$ cat src/rtl/cache_def.sv
// Shared cache definitions: LRU geometry for L1/L2, per-set age vectors and LRU FSM states.
package cache_def;

   localparam int unsigned LRU_WAYS_L1 = 8;
   localparam int unsigned LRU_SETS_L1 = 64;
   localparam int unsigned LRU_WAYS_L2 = 16;
   localparam int unsigned LRU_SETS_L2 = 1024;

   typedef logic [LRU_WAYS_L1-1:0][$clog2(LRU_WAYS_L1)-1:0] lru_age_l1_t;
   typedef logic [LRU_WAYS_L2-1:0][$clog2(LRU_WAYS_L2)-1:0] lru_age_l2_t;

   typedef enum logic {
      LRU_INIT,
      LRU_READY
   } lru_state_e;

endpackage

$ cat src/rtl/lru_age_update.sv
// Next-state ages for one set: touched way becomes MRU, younger ways shift down by one.
module lru_age_update #(
   parameter int unsigned WAYS = 8,
   parameter int unsigned AW   = $clog2(WAYS)
) (
   input  logic [WAYS-1:0][AW-1:0] age_i,
   input  logic [AW-1:0]           way_i,
   output logic [WAYS-1:0][AW-1:0] age_o
);

   logic [AW-1:0] old_age;

   always_comb begin
      age_o   = age_i;
      old_age = age_i[way_i];
      for (int unsigned k = 0; k < WAYS; k++) begin
         if (AW'(k) == way_i) begin
            age_o[k] = '1;
         end else if (age_i[k] > old_age) begin
            age_o[k] = age_i[k] - AW'(1);
         end
      end
   end

endmodule

$ cat src/rtl/cache_lru_age_n.sv
// N-way true-LRU age store with sequential init/flush sweep.
// Optional macro LRU_INVALID_FIRST_EN: prefer the lowest invalid way as victim.
module cache_lru_age_n
   import cache_def::*;
#(
   parameter int unsigned WAYS = LRU_WAYS_L1,
   parameter int unsigned SETS = LRU_SETS_L1,
   parameter int unsigned AW   = $clog2(WAYS),
   parameter int unsigned IW   = $clog2(SETS)
) (
   input  logic            clk_i,
   input  logic            rst_i,
   input  logic            flush_i,
   output logic            ready_o,
   input  logic            touch_valid_i,
   input  logic [IW-1:0]   touch_index_i,
   input  logic [AW-1:0]   touch_way_i,
   input  logic [IW-1:0]   lookup_index_i,
   input  logic [WAYS-1:0] valid_mask_i,
   output logic [AW-1:0]   victim_way_o
);

   typedef logic [WAYS-1:0][AW-1:0] age_vec_t;

   age_vec_t   age_mem [SETS];
   age_vec_t   touch_age, touch_next, init_age, lookup_age;
   lru_state_e state_q, state_d;
   logic [IW:0] cnt_q, cnt_d;
   logic        touch_en;

   assign ready_o    = (state_q == LRU_READY);
   assign touch_en   = touch_valid_i && ready_o && !flush_i;
   assign touch_age  = age_mem[touch_index_i];
   assign lookup_age = age_mem[lookup_index_i];

   always_comb begin
      init_age = '0;
      for (int unsigned k = 0; k < WAYS; k++) begin
         init_age[k] = AW'(k);
      end
   end

   lru_age_update #(
      .WAYS (WAYS),
      .AW   (AW)
   ) u_age_update (
      .age_i (touch_age),
      .way_i (touch_way_i),
      .age_o (touch_next)
   );

   always_comb begin
      state_d = state_q;
      cnt_d   = cnt_q;
      if (flush_i) begin
         state_d = LRU_INIT;
         cnt_d   = '0;
      end else if (state_q == LRU_INIT) begin
         cnt_d = cnt_q + (IW+1)'(1);
         if (cnt_q == (IW+1)'(SETS-1)) begin
            state_d = LRU_READY;
         end
      end
   end

   always_ff @(posedge clk_i or posedge rst_i) begin
      if (rst_i) begin
         state_q <= LRU_INIT;
         cnt_q   <= '0;
      end else begin
         state_q <= state_d;
         cnt_q   <= cnt_d;
      end
   end

   // Age store has no reset; the INIT sweep rewrites every set instead.
   always_ff @(posedge clk_i) begin
      if (state_q == LRU_INIT) begin
         age_mem[cnt_q[IW-1:0]] <= init_age;
      end else if (touch_en) begin
         age_mem[touch_index_i] <= touch_next;
      end
   end

   always_comb begin
      victim_way_o = '0;
      for (int unsigned k = 0; k < WAYS; k++) begin
         if (lookup_age[k] == '0) begin
            victim_way_o = AW'(k);
         end
      end
`ifdef LRU_INVALID_FIRST_EN
      if (valid_mask_i != '1) begin
         for (int unsigned k = WAYS; k > 0; k--) begin
            if (!valid_mask_i[k-1]) begin
               victim_way_o = AW'(k-1);
            end
         end
      end
`endif
   end

`ifndef LRU_INVALID_FIRST_EN
   logic unused_mask;
   assign unused_mask = ^valid_mask_i;
`endif

endmodule

$ cat config.mk
export PLATFORM = sky130hd
export DESIGN_NAME = cache_lru_age_n
export DESIGN_NICKNAME = d
export VERILOG_FILES = /design/src/rtl/cache_def.sv /design/src/rtl/lru_age_update.sv /design/src/rtl/cache_lru_age_n.sv
export SDC_FILE = /design/constraint.sdc
export NUM_CORES = 2
export LEC_CHECK = 0
export CORE_UTILIZATION = 60
export CTS_BUF_LIST = sky130_fd_sc_hd__clkbuf_8 sky130_fd_sc_hd__clkbuf_16
export DETAILED_ROUTE_END_ITERATION = 8
export GPL_ROUTABILITY_DRIVEN = 0
export PLACE_DENSITY = 0.76
export SYNTH_ARGS = -nofsm -noshare
export SYNTH_HDL_FRONTEND = slang
export SYNTH_HIERARCHICAL = 1
export SYNTH_SLANG_ARGS = --single-unit
$ cat constraint.sdc
create_clock -name clk_i -period 5.7 [get_ports clk_i]
set_input_delay 0.855 -clock clk_i [delete_from_list [all_inputs] [get_ports clk_i]]
set_output_delay 0.855 -clock clk_i [all_outputs]
set_load 0.005 [all_outputs]
### After elaboration in Yosys (flattened, before gate mapping)

Memory sizes are Yosys's and may differ from the RTL's.
Cells that the tools add are included.

| word-level totals | value |
|---|---|
| word-level logic and storage cells | 79 |
| register bits | 8 |
| RAM bits | 1536 |
| output and inout bits | 4 |
| input bits | 27 |
| memories kept | 1 |

| cells by class | value |
|---|---|
| $add $sub $neg | 9 |
| $lt $le $gt $ge | 9 |
| multiplexer cells | 37 |
| reductions and logical operators | 12 |
| equality and inequality tests | 9 |

Memories:

| memory | depth | bits a word | rd ports | clocked after Yosys merged registers in | wr ports | line | RTL |
|---|---|---|---|---|---|---|---|
| age_mem | 64 | 24 | 2 | 0 | 1 | cache_lru_age_n.sv:25 | `age_vec_t age_mem [SETS];` |

Operators with widths:

| operator | number |
|---|---|
| $mux 3 | 23 |
| $gt 3x3->1 | 8 |
| $logic_not 3->1 | 8 |
| $mux 24 | 1 |
| $reduce_or 24->1 | 1 |
| $sub 3x1->3 const B | 8 |
| $mux 7 | 2 |
| $eq 3x3->1 const A | 4 |
| $bmux 3 s3 | 1 |
| $mux 1 | 9 |
| $add 7x1->7 const B | 1 |
| $eq 7x6->1 const B | 1 |
| $eq 2x3->1 const A | 2 |
| $mux 6 | 1 |
| $lt 3x4->1 const B | 1 |
| $eq 1x3->1 const A | 1 |
| $logic_and 1x1->1 | 2 |
| $ne 2x2->1 const B | 1 |
| $logic_not 1->1 | 1 |

### Longest topological paths before layout

An unclocked memory read counts as a cell.

| logic depth | value |
|---|---|
| depth in word-level cells | 9 |
| mapped depth | 15 |
| gate-level depth less buffers | 12 |

### Cells and area by module

Netlist, hierarchy kept.

By module, submodules not included:

| module | area an instance (µm²) | seq. area each (µm²) | times used | cells each |
|---|---|---|---|---|
| cache_lru_age_n | 65427.8 | 46324.4 | 1 | 3309 |
| lru_age_update | 1477.7 | 0.0 | 1 | 190 |

### Worst setup path before layout

No wires, ideal clock.

| path | value |
|---|---|
| path kind | input port to flip-flop |
| from | in touch_index_i[0] |
| to | mem age_mem[0][14] (netlist bit) (data pin) |
| cell stages on the path | 12 |
| data required time | 5.254 ns |
| arrival time | 5.897 ns |
| path buffers | 2 |
| setup time | 0.446 ns |
| path slack | -0.643 ns |
| path through | clkbuf_1 buf_1 mux4_2 mux4_2 mux4_2 mux4_1 mux2i_1 ha_1 a211o_1 a31o_2 a21o_1 or3_1 |

RTL lines:

| element | line | RTL |
|---|---|---|
| from (decl) | cache_lru_age_n.sv:16 | `input logic [IW-1:0] touch_index_i,` |
| to (decl) | cache_lru_age_n.sv:25 |  |

### Final worst setup path

| path | value |
|---|---|
| from | in lookup_index_i[1] |
| to | out victim_way_o[0] |

| on the way | value |
|---|---|
| longest elaborated chain between the ends | 9 |
| elaborated cells between the ends (all ways) | 15 |
| classes of those cells | mux: 7; reduce/logical: 7; memory: 1 |

RTL lines:

| element | line | RTL |
|---|---|---|
| from (decl) | cache_lru_age_n.sv:18 | `input logic [IW-1:0] lookup_index_i,` |
| $mem_v2 64x24 * | - |  |
| $logic_not 3->1 | cache_lru_age_n.sv:88 | `if (lookup_age[k] == '0) begin` |
| $mux 1 | cache_lru_age_n.sv:88 |  |
| $mux 3 (5 in series) | cache_lru_age_n.sv:88 |  |
| $mux 3 * | cache_lru_age_n.sv:88 |  |
| to (decl) | cache_lru_age_n.sv:20 | `output logic [AW-1:0] victim_way_o` |

Mark *: on every way between the ends. The rest lies on a longest branch, timed or not.

==> metrics.cfg <==
[timing]
fin_crit_sh=1.01
rsz0062_at_grt=no
fin_worst_skew_ps=35.6
setup_viol=1
finalWorstSetupSlack_ps=-45.7
drv_slew=0
min_period_ps=5750
slew_headroom=0.271
worst_slew_pin_slew_ps=1090
fmax_mhz=174
hold_viol=0

[yosys]
synthesis.nets=3559
ys_async_sr_fraction=0.00518
yosysWarningCount=6
yosysSeqAreaShare=0.692
netlist_instances=3499
syn_avg_cell_area_um2=19.1
synth_edf_count=1536
synth_area_mm2=0.0669
ys_ff_latch=1544
synth.distinct_cells=69
synth_ff_type=edfxtp_1

[detailed_routing]
ant_nets=0
wl_per_cell_um=36.7
viasPerCell=7.47
post-route-drc-count=0
routed_wl_mm=198
num_vias=40333
drt_iter0_drc=6188
dr.pass1.iters=9

[worst_setup_path]
crit_buf_inv=6
crit_chain=clkbuf_8, buf_4, nand2b_2, buf_4, buf_4, o32ai_1, o311ai_0, o311ai_1, a21o_1, o211a_1, a31oi_1, o311ai_1, buf_4, clkdlybuf4s50_1
path_class=in2out
crit_path_start_kind=primary input
crit_path_end_kind=output pin
cp.required_ps=4850
crit_slowest_cell=o311ai_0
cpMostUsedCell=buf_4
cp_top_family=compound AO/OA/AOI/OAI gates
critPathMaxStageDelay_ps=740
crit_arrival_ps=4890
path_max_fanout=18

[status]
outcome=finished, violations left
violations=setup timing

[pwr]
p_leak_nw=26.6
vdd_ir_drop_max_mv=0.249
pwr-share-comb=0.075
seq_power_share=0.522
p_clk_frac=0.403
swShare=0.222
p_int_mw=18.4
cellPowerDensity_mw_per_mm2=309
power_switching_mw=5.25

[global_route]
track_usage=0.358
grt_max_degree=58
antenna_found_initial=17
gr-total-overflow=0
grt_pass1_vias=40740
grt_pass1_wl_mm=283

[cts]
path_clk_slew_ps=70
ctsHtreeMaxLevel=4
cts_tree=built
cts_root_buffer=clkbuf_16
ctsHoldBuffers=0
clkLatencyLatePin_ps=780
post_cts_buffers=0
cts_buffers=149
clockBufferDepth=3
cts_sinks=1544

[hold_path]
hold_path.class=reg2reg

[die]
start_util=0.605
die_x_um=336
core_area_mm2=0.111
rows=122
die_h_um=336
design.portCount=31
die_area_mm2=0.113

[flow_run]
drv_cap=0

[layout]
final_area_mm2=0.0765
final_cell_mix=1536 x edfxtp_1, 544 x mux4_2, 253 x buf_4
fillers=6562
nets=3854
drive_gt1_frac=0.312
final_common_cell=edfxtp_1
syn_to_final_growth_pct=14.4

[placed_design]
dp_hpwl_mm=128
place_ws_ps=-346
placed_area_mm2=0.0718
place.port_buffers=22

-- kinds of logic after synthesis --
| kind of cell | share of synthesized area |
|---|---|
| flops | 0.692 |
| simple gates | 0.0586 |
| mux | 0.188 |
| compound gates | 0.0377 |
| buf+inv | 0.0171 |
| fa+ha+maj | 0.00617 |
| xor+xnor | 0.000524 |
-- tightest hold or removal path, stage by stage, from the launching register on --
cell and delay (ps):
dfrtp_1 360, or3_1 110, a21oi_1 60
-- Yosys cell counts (all sizes together), types with 6 or more instances --
master / instances / area share
a2111oi: 8 / 0.0011
a211o: 12 / 0.0016
a211oi: 49 / 0.0055
a21o: 15 / 0.0017
a21oi: 132 / 0.0099
a221oi: 8 / 0.0010
a31oi: 11 / 0.0010
and2: 13 / 0.0012
buf: 134 / 0.011
clkbuf: 82 / 0.0046
dfrtp: 8 / 0.0030
edfxtp: 1536 / 0.69
ha: 33 / 0.0062
inv: 34 / 0.0019
mux2i: 14 / 0.0021
mux4: 549 / 0.19
nand2: 44 / 0.0025
nand2b: 11 / 0.0010
nand3: 31 / 0.0023
nand3b: 7 / 0.00079
nand4: 6 / 0.00056
nor2: 125 / 0.0070
nor3: 189 / 0.014
nor4: 197 / 0.018
nor4b: 25 / 0.0033
o21a: 11 / 0.0012
o21ai: 53 / 0.0040
o22ai: 7 / 0.00065
o311ai: 11 / 0.0014
o31ai: 8 / 0.00090
o32ai: 8 / 0.0010
o41ai: 19 / 0.0025
or2: 11 / 0.0010
or3: 31 / 0.0029
or4: 10 / 0.0011
-- stage by stage --
step / setup TNS [ps] / hold WS (ps) / util / std cells / power, mW
3_5_place_dp: -321050 / 544 / 0.649 / 5131 / 14.3
4_1_cts: 0 / 505 / 0.691 / 5393 / 23.7
5_1_grt: 0 / 537 / 0.691 / 5395 / 24.2
6_report: -45.7 / 568 / 0.691 / 5398 / 23.7
3_3_place_gp: -272020 / 537 / 0.649 / 5131 / 14.2
2_1_floorplan: 0 / 522 / - / 3499 / 13.6
-- layer usage --
metal  routed length, µm  global-route usage  vias up  share of wire
met3               29900               0.115      711           0.15
met2               90300               0.538     3433           0.46
met5                 113                   0        -        0.00057
li1                    -                   -    15728              -
met4               13300               0.210       16          0.067
met1               64400               0.464    20445           0.33
-- state kept, by name (all words and copies together) (netlist names) --
name	cells
cnt_q	7
age_mem	1536
ready_o	1
-- cell type report --
cell class,count,area (µm²),area share
repair buffers,360,3840,0.0502
diodes,5,12.5,0.000164
multi-input cells,1705,19700,0.257
inverters,34,128,0.00167
clock buffers,152,3800,0.0497
clock inverters,110,863,0.0113
well taps,1488,1860,0.0243
flip-flops and latches,1544,46300,0.605
-- power groups by stage --
stage	registers (mW)	logic (mW)	clock network, mW
finish	12.4	1.78	9.54
global placement	12.6	1.65	0
detailed placement	12.6	1.70	0
floorplan	12.6	1.03	0
CTS	12.4	1.71	9.59
global route	12.4	1.83	9.98
-- path summary, 6_finish.rpt --
kind | start | to | slack, ps | cells past startpoint
setup / recovery | lookup_index_i[1] | victim_way_o[0] | -50 | 14
hold / removal | cnt_q[6]$_DFFE_PP0P_ | cnt_q[6]$_DFFE_PP0P_ | 570 | 2
setup reg to reg | age_mem[63][15]$_DFFE_PP_ | age_mem[49][17]$_DFFE_PP_ | 580 | 14
hold reg to reg | cnt_q[6]$_DFFE_PP0P_ | cnt_q[6]$_DFFE_PP0P_ | 570 | 2
max in group asynchronous | rst_i | cnt_q[5]$_DFFE_PP0P_ | 4850 | 2
min in group asynchronous | rst_i | ready_o$_DFF_PP0_ | 590 | 2
-- timing repair --
item,CTS,global route
hold endpoints to repair,0,0
endpoints found under the setup margin,0,2
gates resized for setup,0,2
Note: power is estimated with default switching activity, not from simulation.
